==> config.mk <==
export PLATFORM = sky130hd
export DESIGN_NAME = lsu_mem_ctrl
export DESIGN_NICKNAME = d
export VERILOG_FILES = /design/src/rtl/lsu_pkg.sv /design/src/rtl/lsu_align.sv /design/src/rtl/lsu_mem_ctrl.sv
export SDC_FILE = /design/constraint.sdc
export NUM_CORES = 1
export LEC_CHECK = 0
export CAP_MARGIN = 0
export CORE_UTILIZATION = 50
export DETAILED_ROUTE_END_ITERATION = 10
export MAX_ROUTING_LAYER = met4
export PLACE_DENSITY = 0.82
export SLEW_MARGIN = 40
export SYNTH_ARGS = -nofsm -noshare
export SYNTH_HDL_FRONTEND = slang
export SYNTH_SLANG_ARGS = --single-unit
==> constraint.sdc <==
create_clock -name clk -period 7.3 [get_ports clk]
set_input_delay 1.46 -clock clk [delete_from_list [all_inputs] [get_ports clk]]
set_output_delay 1.46 -clock clk [all_outputs]
set_load 0.01 [all_outputs]
==> src/rtl/lsu_pkg.sv <==
// Shared funct3/cause constants, FSM encoding and decode helpers for the load/store controller.
package lsu_pkg;

  localparam logic [2:0] F3_B  = 3'b000;
  localparam logic [2:0] F3_H  = 3'b001;
  localparam logic [2:0] F3_W  = 3'b010;
  localparam logic [2:0] F3_BU = 3'b100;
  localparam logic [2:0] F3_HU = 3'b101;

  localparam logic [1:0] CAUSE_NONE     = 2'b00;
  localparam logic [1:0] CAUSE_MISALIGN = 2'b01;
  localparam logic [1:0] CAUSE_RANGE    = 2'b10;
  localparam logic [1:0] CAUSE_ILLEGAL  = 2'b11;

  typedef enum logic [2:0] {
    S_IDLE,
    S_RD_ISSUE,
    S_RD_CAPTURE,
    S_WR_ISSUE,
    S_RESP
  } lsu_state_t;

  // Bytes touched by an access; illegal codes are filtered before this matters.
  function automatic logic [2:0] access_size(input logic [2:0] funct3);
    case (funct3)
      F3_B, F3_BU: access_size = 3'd1;
      F3_H, F3_HU: access_size = 3'd2;
      default:     access_size = 3'd4;
    endcase
  endfunction

  function automatic logic funct3_legal(input logic [2:0] funct3, input logic we);
    case (funct3)
      F3_B, F3_H, F3_W: funct3_legal = 1'b1;
      F3_BU, F3_HU:     funct3_legal = !we;
      default:          funct3_legal = 1'b0;
    endcase
  endfunction

endpackage

==> src/rtl/lsu_align.sv <==
// Load extraction/extension and byte/halfword store merge; the addressed byte is the word MSB.
import lsu_pkg::*;

module lsu_align (
  input  logic [2:0]  funct3,
  input  logic [31:0] old_word,
  input  logic [31:0] wdata,
  output logic [31:0] load_data,
  output logic [31:0] store_word
);

  always_comb begin
    load_data  = old_word;
    store_word = wdata;
    case (funct3)
      F3_B: begin
        load_data  = {{24{old_word[31]}}, old_word[31:24]};
        store_word = {wdata[7:0], old_word[23:0]};
      end
      F3_H: begin
        load_data  = {{16{old_word[31]}}, old_word[31:16]};
        store_word = {wdata[15:0], old_word[15:0]};
      end
      F3_BU:   load_data = {24'd0, old_word[31:24]};
      F3_HU:   load_data = {16'd0, old_word[31:16]};
      default: ;
    endcase
  end

endmodule

==> src/rtl/lsu_mem_ctrl.sv <==
// RV32I load/store controller driving a registered-read RAM; sub-word stores use read-modify-write.
// Optional macro LSU_MISALIGN_TRAP_EN makes misaligned H/HU/W accesses fault with cause 01.
import lsu_pkg::*;

module lsu_mem_ctrl #(
  parameter int ADDR_BITS     = 11,
  parameter int BANK_OFS_BITS = 8
) (
  input  logic        clk,
  input  logic        rst,
  input  logic        req_valid,
  output logic        req_ready,
  input  logic        req_we,
  input  logic [2:0]  req_funct3,
  input  logic [31:0] req_addr,
  input  logic [31:0] req_wdata,
  output logic        resp_valid,
  input  logic        resp_ready,
  output logic [31:0] resp_rdata,
  output logic        resp_fault,
  output logic [1:0]  resp_cause,
  output logic [31:0] mem_addr,
  output logic [31:0] mem_din,
  output logic        mem_write_en,
  input  logic [31:0] mem_dout,
  input  logic [7:0]  mem_seg_faults
);

  localparam logic [BANK_OFS_BITS:0] BANK_BYTES = {1'b1, {BANK_OFS_BITS{1'b0}}};

  lsu_state_t state;
  logic        lat_we;
  logic [2:0]  lat_f3;
  logic [31:0] lat_wdata;

  logic [2:0]             req_size;
  logic [BANK_OFS_BITS:0] end_ofs;
  logic                   illegal;
  logic                   misaligned;
  logic                   out_of_range;
  logic [1:0]             req_cause;
  logic [31:0]            load_data;
  logic [31:0]            store_word;
  logic                   seg_fault;

  // Classify the incoming request; illegal beats misaligned beats range.
  always_comb begin
    req_size = access_size(req_funct3);
    end_ofs  = {1'b0, req_addr[BANK_OFS_BITS-1:0]} + (BANK_OFS_BITS+1)'(req_size);
    illegal  = !funct3_legal(req_funct3, req_we);
`ifdef LSU_MISALIGN_TRAP_EN
    misaligned = (req_size == 3'd2 && req_addr[0]) ||
                 (req_size == 3'd4 && req_addr[1:0] != 2'b00);
`else
    misaligned = 1'b0;
`endif
    out_of_range = (|req_addr[31:ADDR_BITS]) || (end_ofs > BANK_BYTES);
    if (illegal)
      req_cause = CAUSE_ILLEGAL;
    else if (misaligned)
      req_cause = CAUSE_MISALIGN;
    else if (out_of_range)
      req_cause = CAUSE_RANGE;
    else
      req_cause = CAUSE_NONE;
  end

  lsu_align u_align (
    .funct3     (lat_f3),
    .old_word   (mem_dout),
    .wdata      (lat_wdata),
    .load_data  (load_data),
    .store_word (store_word)
  );

  // mem_addr still holds the store address while in WR_ISSUE.
  assign seg_fault = mem_seg_faults[mem_addr[ADDR_BITS-1:BANK_OFS_BITS]];

  always_ff @(posedge clk or posedge rst) begin
    if (rst) begin
      state        <= S_IDLE;
      req_ready    <= 1'b1;
      resp_valid   <= 1'b0;
      resp_rdata   <= '0;
      resp_fault   <= 1'b0;
      resp_cause   <= CAUSE_NONE;
      mem_addr     <= '0;
      mem_din      <= '0;
      mem_write_en <= 1'b0;
      lat_we       <= 1'b0;
      lat_f3       <= F3_B;
      lat_wdata    <= '0;
    end else begin
      case (state)
        S_IDLE: begin
          if (req_valid) begin
            lat_we    <= req_we;
            lat_f3    <= req_funct3;
            lat_wdata <= req_wdata;
            req_ready <= 1'b0;
            if (req_cause != CAUSE_NONE) begin
              state      <= S_RESP;
              resp_valid <= 1'b1;
              resp_rdata <= '0;
              resp_fault <= 1'b1;
              resp_cause <= req_cause;
            end else if (!req_we || req_funct3 != F3_W) begin
              state    <= S_RD_ISSUE;
              mem_addr <= req_addr;
            end else begin
              state        <= S_WR_ISSUE;
              mem_addr     <= req_addr;
              mem_din      <= req_wdata;
              mem_write_en <= 1'b1;
            end
          end
        end
        S_RD_ISSUE: state <= S_RD_CAPTURE;
        S_RD_CAPTURE: begin
          if (lat_we) begin
            state        <= S_WR_ISSUE;
            mem_din      <= store_word;
            mem_write_en <= 1'b1;
          end else begin
            state      <= S_RESP;
            resp_valid <= 1'b1;
            resp_rdata <= load_data;
            resp_fault <= 1'b0;
            resp_cause <= CAUSE_NONE;
          end
        end
        S_WR_ISSUE: begin
          state        <= S_RESP;
          mem_write_en <= 1'b0;
          resp_valid   <= 1'b1;
          resp_rdata   <= '0;
          resp_fault   <= seg_fault;
          resp_cause   <= seg_fault ? CAUSE_RANGE : CAUSE_NONE;
        end
        S_RESP: begin
          if (resp_ready) begin
            state      <= S_IDLE;
            resp_valid <= 1'b0;
            req_ready  <= 1'b1;
          end
        end
        default: begin
          state        <= S_IDLE;
          req_ready    <= 1'b1;
          resp_valid   <= 1'b0;
          mem_write_en <= 1'b0;
        end
      endcase
    end
  end

endmodule

==> results of run 1 <==
## report_power, final
group          switching [uW]  total (uW)  leakage, uW  internal (uW)
combinational             179         367      0.00237            188
sequential               53.3         886      0.00186            832
clock                     322         885     0.000299            562
total                     555        2140      0.00454           1580
## flip-flops by register name, summed over array words and instances, names as in the netlist
| register | count |
|---|---|
| req_ready | 1 |
| lat_wdata | 32 |
| resp_cause | 2 |
| resp_fault | 1 |
| resp_valid | 1 |
| mem_addr | 32 |
| lat_f3 | 3 |
| resp_rdata | 32 |
| state | 3 |
| lat_we | 1 |
| mem_write_en | 1 |
| mem_din | 32 |
## worst max path at each step
stage / startpoint / endpoint
finish: req_funct3[1] / mem_din[28]$_DFFE_PP0P_
global route: req_funct3[1] / mem_din[30]$_DFFE_PP0P_
detailed placement: req_funct3[1] / mem_din[29]$_DFFE_PP0P_
CTS: req_funct3[1] / mem_din[29]$_DFFE_PP0P_
global placement: req_funct3[1] / resp_rdata[17]$_DFFE_PP0P_
floorplan: rst / lat_f3[0]$_DFFE_PP0P_
## per-layer routing
layer / vias up / track usage / share of wire
met5: - / - / 0
met4: 0 / 0.114 / 0.029
met3: 38 / 0.0789 / 0.072
li1: 2529 / - / -
met1: 2606 / 0.348 / 0.42
met2: 190 / 0.442 / 0.47
## through the flow
| stage | utilization | std cells |
|---|---|---|
| after global placement | 0.684 | 965 |
| after global routing | 0.734 | 1000 |
| final | 0.734 | 1000 |
| after CTS | 0.734 | 1000 |
| after detailed placement | 0.688 | 968 |
| after floorplan | - | 611 |
## cells by family after synthesis
group,count (synthesis),share of synthesized area
AND/OR/NAND/NOR,138,0.0957
multiplexers,144,0.246
AO/OA/AOI/OAI,122,0.102
adder cells (fa/ha/maj),4,0.00827
flip-flops,141,0.507
buffers and inverters,62,0.0410
## final cells by class
class / instances / area, um^2 / area share
clock inverters: 11 / 139 / 0.0141
inverters: 21 / 83.8 / 0.00852
multi-input cells: 408 / 3160 / 0.321
flip-flops and latches: 141 / 3530 / 0.359
clock buffers: 21 / 470 / 0.0478
well taps: 176 / 220 / 0.0224
repair buffers: 222 / 2240 / 0.228
## synth_stat cells, drive strengths merged, types with 3 or more instances
| master | count | area [um^2] |
|---|---|---|
| nand4 | 3 | 18.8 |
| clkbuf | 22 | 82.6 |
| nand2 | 61 | 229 |
| ha | 3 | 37.5 |
| mux2i | 33 | 330 |
| nor2 | 28 | 105 |
| a21oi | 36 | 180 |
| nor2b | 26 | 163 |
| nand2b | 4 | 25.0 |
| inv | 21 | 78.8 |
| mux2 | 109 | 1340 |
| dfrtp | 140 | 3500 |
| nor3 | 4 | 20.0 |
| buf | 19 | 124 |
| nor4 | 5 | 31.3 |
| o21ai | 65 | 337 |
| o211ai | 9 | 67.6 |
## cells in the final DEF (no fill, tap or decap), types with 2 or more instances in the layout
cell type        synthesis  layout
mux2_1                   6       6
mux4_2                   2       2
o21a_1                   2       2
clkdlybuf4s50_1          0     213
nand2_1                 61      61
a21oi_1                 36      36
inv_6                    0       2
o211ai_1                 9       9
ha_1                     3       3
nand2b_1                 4       3
a21o_1                   2       2
clkbuf_16                0      17
bufinv_16                0       3
buf_4                    3       5
nor2_1                  28      27
clkinv_2                 0       5
clkinvlp_4               0       2
inv_1                   21      20
nor4_1                   5       5
dfrtp_1                140     139
mux2_4                  29      29
buf_8                    0       2
mux2i_1                 33      33
nand4_1                  3       3
nor2b_1                 26      26
o21ai_0                 63      63
nor3_1                   4       4
mux2_2                  74      74
clkbuf_8                 0       3
## critical path, stage by stage
cell,delay [ns]
clkdlybuf4s50_1,0.59
nor2_1,0.08
ha_1,0.21
fa_1,0.52
and4bb_2,0.26
a211oi_2,0.29
a211oi_4,0.15
a31oi_4,0.47
buf_4,0.47
mux2_2,0.38
==> results.json, run 1 <==
{
  "status": "complete, no violations",
  "r2r_cells": 5,
  "tritoncts": "yes",
  "synth_warnings": 0,
  "cts.path.max_buffers": 2,
  "routabilityCongestion": 0.823,
  "fin_setup_tns_ns": 0,
  "fill_cells": 907,
  "clk_pin_slew_worst_paths_ns": 0.06,
  "whs_path_depth": 1,
  "viasPerCell": 5.36,
  "cts_root_buf": "clkbuf_16",
  "power_uw": 2140,
  "synth_edf_count": 0,
  "area.growth.synth_to_final_pct": 41.4,
  "synth_nets": 727,
  "wl_per_cell_um": 19.0,
  "rows": 42,
  "wl_um": 19000,
  "ctsHoldBuffers": 0,
  "peakVddDrop_v": 0.000152,
  "slew_viol_final": 0,
  "netlist_area_um2": 6960,
  "synth_ff_type": "dfrtp_1",
  "vias": 5363,
  "htree_levels": 4,
  "postCtsSetupBuffers": 0,
  "worst_hold_path_type": "reg2reg",
  "initial_utilization": 0.519,
  "cts_sinks": 141,
  "grt_max_degree": 81,
  "antenna_found_initial": 0,
  "cap_violations": 0,
  "post_cts_resized": 0,
  "grt_overflow_total": 0,
  "min_period_over_period": 0.629,
  "num-nets-final": 927,
  "setup_violations": 0,
  "cp.required_ns": 7.60,
  "fin_area_um2": 9840,
  "rsz0062_at_grt": "no",
  "power_density_nw_per_um2": 217,
  "ys_ff_latch": 141,
  "ios": 214,
  "grtUsageTotal": 0.283,
  "hp-start": "mem_addr[4]$_DFFE_PP0P_",
  "clock_skew_ns": 0.00654,
  "synth_cells": 611,
  "dp_hpwl_um": 13900,
  "post-place-ws_ns": 2.29,
  "die_x_um": 120,
  "maxClockFrequency_mhz": 218,
  "worstSetupStartpointType": "primary input",
  "async_reset_ff_frac": 1.00,
  "ant_nets": 0,
  "critPathMaxFanout": 23,
  "diodes": 0,
  "hold_slack_ns": 0.488,
  "post-route-min-period_ns": 4.60,
  "rrSetupSlack_ns": 4.76,
  "r2r-end": "mem_din[10]$_DFFE_PP0P_",
  "grt_pass1_vias": 5676,
  "hold_viol_final": 0,
  "slew_headroom": 0.513,
  "p_leak_uw": 0.00454,
  "clk_latency_ns": 0.42,
  "path_class": "in2reg",
  "drive_gt1_frac": 0.192,
  "die_y_um": 120,
  "holdPathEnd": "mem_addr[4]$_DFFE_PP0P_",
  "first_iter_violations": 360,
  "synth.distinct_cells": 44,
  "grt_pass1_wl_um": 29800,
  "endpoint_kind": "flip-flop",
  "cts_buffers": 17,
  "layout_setup_ws_ns": 2.70,
  "portBuffers": 213,
  "reg2reg_from": "state[2]$_DFFE_PP0P_",
  "core_um2": 13400,
  "worst-slew-pin-transition_ns": 0.721,
  "die_area_um2": 14400,
  "arrival_ns": 4.89,
  "placed_area_um2": 9230,
  "yosysSeqAreaShare": 0.507,
  "avgSynthCellArea_um2": 11.4,
  "drc_errors": 0,
  "firstDrtPassIters": 4
}
Power figures use the tool's default switching activity.
==> run 2: changes to the inputs <==
CORE_UTILIZATION = 47   (was 50)
PLACE_DENSITY = 0.77   (was 0.82)
clock period = 4.3 ns   (was 7.3 ns; I/O delays follow)
==> results.json, run 2 (same netlist as run 1, synthesis figures left out) <==
{
  "ctsHoldBuffers": 0,
  "cp.required_ns": 4.60,
  "seq_area_um2": 3530,
  "portBuffers": 213,
  "viasPerCell": 5.40,
  "ios": 214,
  "clk_pin_slew_worst_paths_ns": 0.05,
  "cts_buffers": 17,
  "rows": 44,
  "final_common_cell": "clkdlybuf4s50_1",
  "layout_setup_ws_ns": 0.591,
  "drive_gt1_frac": 0.192,
  "firstDrtPassIters": 4,
  "wl_per_cell_um": 19.3,
  "peakVddDrop_v": 0.000259,
  "clock_skew_ns": 0.00423,
  "die_x_um": 124,
  "wl_um": 19500,
  "vias": 5454,
  "diodes": 0,
  "rsz0062_at_grt": "no",
  "die_y_um": 124,
  "slew_headroom": 0.507,
  "worst_hold_path_type": "reg2reg",
  "final_cell_mix": "clkdlybuf4s50_1, dfrtp_1, mux2_2",
  "num-nets-final": 929,
  "postCtsSetupBuffers": 0,
  "grt_max_degree": 56,
  "min_period_over_period": 0.863,
  "hold_viol_final": 0,
  "cts_root_buf": "clkbuf_16",
  "die_area_um2": 15300,
  "power_density_nw_per_um2": 383,
  "post-place-ws_ns": 0.162,
  "grt_pass1_vias": 5738,
  "grt_pass1_wl_um": 30400,
  "htree_levels": 4,
  "arrival_ns": 4.01,
  "grt_overflow_total": 0,
  "path_class": "in2reg",
  "fin_area_um2": 9960,
  "initial_utilization": 0.480,
  "drc_errors": 0,
  "cts.path.max_buffers": 2,
  "antenna_found_initial": 0,
  "tritoncts": "yes",
  "multi_input_area_um2": 3160,
  "routabilityCongestion": 0.849,
  "ant_nets": 0,
  "post_cts_resized": 0,
  "post-route-min-period_ns": 3.71,
  "clk_latency_ns": 0.42,
  "p_leak_uw": 0.00459,
  "dp_hpwl_um": 14500,
  "cts_sinks": 141,
  "core_um2": 14500,
  "placed_area_um2": 9280,
  "worst-slew-pin-transition_ns": 0.739,
  "slew_viol_final": 0,
  "fill_cells": 1043,
  "status": "complete, no violations",
  "first_iter_violations": 335,
  "fin_setup_tns_ns": 0,
  "worstSetupStartpointType": "primary input",
  "maxClockFrequency_mhz": 270,
  "grtUsageTotal": 0.278,
  "area.growth.synth_to_final_pct": 43.2,
  "endpoint_kind": "flip-flop",
  "cap_violations": 0,
  "critPathMaxFanout": 20,
  "setup_violations": 0
}
run 2: cell types whose count changed in the layout (fill, tap and decap cells not counted), moves of 2 or more:
| cell | before | now |
|---|---|---|
| buf_12 | 0 | 4 |
| inv_6 | 2 | 0 |
| bufinv_16 | 3 | 6 |
| clkinv_2 | 5 | 3 |
| buf_8 | 2 | 0 |
run 2: cell type report:
type | instances | area share
clock buffer | 21 | 0.0472
clock inverter | 11 | 0.0212
inverter | 21 | 0.00829
multi-input combinational | 408 | 0.317
sequential | 141 | 0.354
tap | 184 | 0.0231
timing repair buffer | 224 | 0.229
run 2: power breakdown:
group	internal, uW	total, uW	switching, uW
Combinational	312	642	329
Sequential	1410	1480	71.7
Clock	1130	1690	555
Total	2860	3810	956
run 2: worst paths after layout:
check	start	endpoint	slack, ns	cells past startpoint
setup / recovery	req_funct3[1]	mem_addr[17]$_DFFE_PP0P_	0.59	10
hold / removal	resp_rdata[27]$_DFFE_PP0P_	resp_rdata[27]$_DFFE_PP0P_	0.49	1
setup reg to reg	state[1]$_DFFE_PP0P_	mem_din[13]$_DFFE_PP0P_	1.82	6
hold reg to reg	resp_rdata[27]$_DFFE_PP0P_	resp_rdata[27]$_DFFE_PP0P_	0.49	1
max in group asynchronous	rst	req_ready$_DFFE_PP1P_	2.56	4
min in group asynchronous	rst	mem_addr[0]$_DFFE_PP0P_	0.84	2
run 2: routing by layer:
layer | vias up | GRT usage | wire (um)
li1 | 2535 | - | -
met3 | 37 | 0.0751 | 1470
met4 | 0 | 0.119 | 522
met1 | 2659 | 0.340 | 7990
met5 | - | - | 0
met2 | 223 | 0.434 | 9500
run 2: worst max-delay path: stages:
cell and delay, ns:
clkdlybuf4s50_1 0.60, nor2_1 0.07, ha_1 0.21, fa_1 0.47, and4bb_2 0.32, a211oi_2 0.08, a211oi_4 0.41, and2_1 0.56
buf_4 0.34, nor2b_1 0.08
run 2: per-stage QoR:
| step | hold slack [ns] | total power (uW) | util | instances |
|---|---|---|---|---|
| after CTS | 0.500 | 3840 | 0.688 | 1010 |
| after detailed placement | 0.480 | 2150 | 0.641 | 978 |
| after global placement | 0.470 | 2120 | 0.639 | 977 |
| final | 0.492 | 3810 | 0.688 | 1010 |
| after floorplan | 0.475 | 1880 | - | 611 |
| after global routing | 0.507 | 3970 | 0.688 | 1010 |
==> run 3: changes to the inputs <==
CORE_UTILIZATION = 35   (was 47)
PLACE_DENSITY = 0.6   (was 0.77)
clock period = 4 ns   (was 4.3 ns; I/O delays follow)
==> results.json, run 3 (same netlist as run 1, synthesis figures left out) <==
{
  "status": "complete, no violations",
  "tritoncts": "yes",
  "clk_latency_ns": 0.42,
  "fin_area_um2": 10000,
  "grt_pass1_wl_um": 31300,
  "arrival_ns": 3.65,
  "initial_utilization": 0.357,
  "p_leak_uw": 0.00458,
  "drive_gt1_frac": 0.197,
  "hold_viol_final": 0,
  "routabilityCongestion": 0.824,
  "wl_met3_um": 1600,
  "cp_cell_sequence": "clkdlybuf4s50_1, nor2_1, ha_1, fa_1, and4bb_2, a211oi_2, a211oi_4, a31oi_4, buf_12, mux2_2",
  "post_layout_nonfiller_instances": 1097,
  "vias": 5405,
  "ant_nets": 0,
  "cp.buffers_inverters": 2,
  "firstDrtPassIters": 4,
  "ios": 214,
  "max_stage_delay_ns": 0.51,
  "cts.path.max_buffers": 2,
  "htree_levels": 4,
  "cts_buffers": 17,
  "critPathMaxFanout": 33,
  "grtUsageTotal": 0.212,
  "worst_hold_path_type": "reg2reg",
  "postCtsSetupBuffers": 0,
  "slowest_stage": "fa_1",
  "wl_um": 20400,
  "antenna_found_initial": 1,
  "cp.required_ns": 4.29,
  "min_period_over_period": 0.838,
  "portBuffers": 213,
  "peakVddDrop_v": 0.000308,
  "clk_pin_slew_worst_paths_ns": 0.06,
  "area.growth.synth_to_final_pct": 44.4,
  "grt_pass1_vias": 5669,
  "power_uw": 3930,
  "grt_overflow_total": 0,
  "dr.max_layer_used": "met4",
  "dp_hpwl_um": 15000,
  "num-nets-final": 934,
  "worst-slew-pin-transition_ns": 0.748,
  "setup_violations": 0,
  "first_iter_violations": 320,
  "power_density_nw_per_um2": 391,
  "routed-wl-met2_um": 9660,
  "fill_cells": 1715,
  "cts_sinks": 141,
  "slew_viol_final": 0,
  "dp.cells": 1062,
  "cts_root_buf": "clkbuf_16",
  "final_common_cell": "clkdlybuf4s50_1",
  "slew_headroom": 0.495,
  "placed_area_um2": 9370,
  "drc_errors": 0,
  "rsz0062_at_grt": "no",
  "core_um2": 19500,
  "grt_max_degree": 142,
  "worstSetupStartpointType": "primary input",
  "wl_met1_um": 8720,
  "maxClockFrequency_mhz": 298,
  "die_x_um": 143,
  "crit_family": "buffers and inverters",
  "post_cts_resized": 0,
  "cap_violations": 0,
  "die_y_um": 143,
  "endpoint_kind": "flip-flop",
  "final_cell_mix": "clkdlybuf4s50_1, dfrtp_1, mux2_2",
  "clock_skew_ns": 0.0146,
  "ctsHoldBuffers": 0,
  "path_class": "in2reg",
  "rows": 51,
  "die_area_um2": 20400,
  "fin_setup_tns_ns": 0,
  "wl_per_cell_um": 18.6,
  "post-route-min-period_ns": 3.35,
  "viasPerCell": 4.93
}
## run 3: cell types whose count changed in the layout (fill, tap and decap cells not counted), sizes merged
cell / delta
diode: +1
bufinv: -3
clkinvlp: +3
buf: +5
## run 3: per-stage QoR
stage | worst slack [ns] | hold slack, ns | util
2_1_floorplan | 0.903 | 0.475 | -
3_3_place_gp | 0.311 | 0.470 | 0.481
3_5_place_dp | 0.204 | 0.477 | 0.482
4_1_cts | 0.642 | 0.494 | 0.513
5_1_grt | 0.513 | 0.514 | 0.516
6_report | 0.647 | 0.488 | 0.516
## run 3: final cells by class
cell class / instances / area (um^2) / share of cell area
diodes: 1 / 2.50 / 0.000249
multi-input cells: 408 / 3160 / 0.315
well taps: 265 / 332 / 0.0330
inverters: 21 / 82.6 / 0.00822
clock inverters: 11 / 140 / 0.0139
repair buffers: 229 / 2330 / 0.232
clock buffers: 21 / 470 / 0.0468
flip-flops and latches: 141 / 3530 / 0.351
## run 3: path summary, 6_finish.rpt
path / slack, ns / from / to / cells past startpoint
min in group asynchronous: 0.77 / rst / lat_wdata[28]$_DFFE_PP0P_ / 3
max in group asynchronous: 2.43 / rst / mem_addr[9]$_DFFE_PP0P_ / 4
min reg2reg: 0.49 / resp_rdata[28]$_DFFE_PP0P_ / resp_rdata[28]$_DFFE_PP0P_ / 1
min: 0.49 / resp_rdata[28]$_DFFE_PP0P_ / resp_rdata[28]$_DFFE_PP0P_ / 1
max reg2reg: 1.66 / state[1]$_DFFE_PP0P_ / mem_din[12]$_DFFE_PP0P_ / 6
max: 0.65 / req_funct3[0] / mem_din[29]$_DFFE_PP0P_ / 10
## run 3: per-layer routing
layer,vias to the layer above,GRT usage
li1,2540,-
met1,2657,0.256
met2,185,0.324
met3,23,0.0744
met4,0,0.0787
met5,-,-
## run 3: where the power goes
part / switching (uW) / internal (uW) / total, uW
Clock: 597 / 1030 / 1620
Sequential: 90.4 / 1520 / 1610
Combinational: 347 / 354 / 700
Total: 1030 / 2900 / 3930
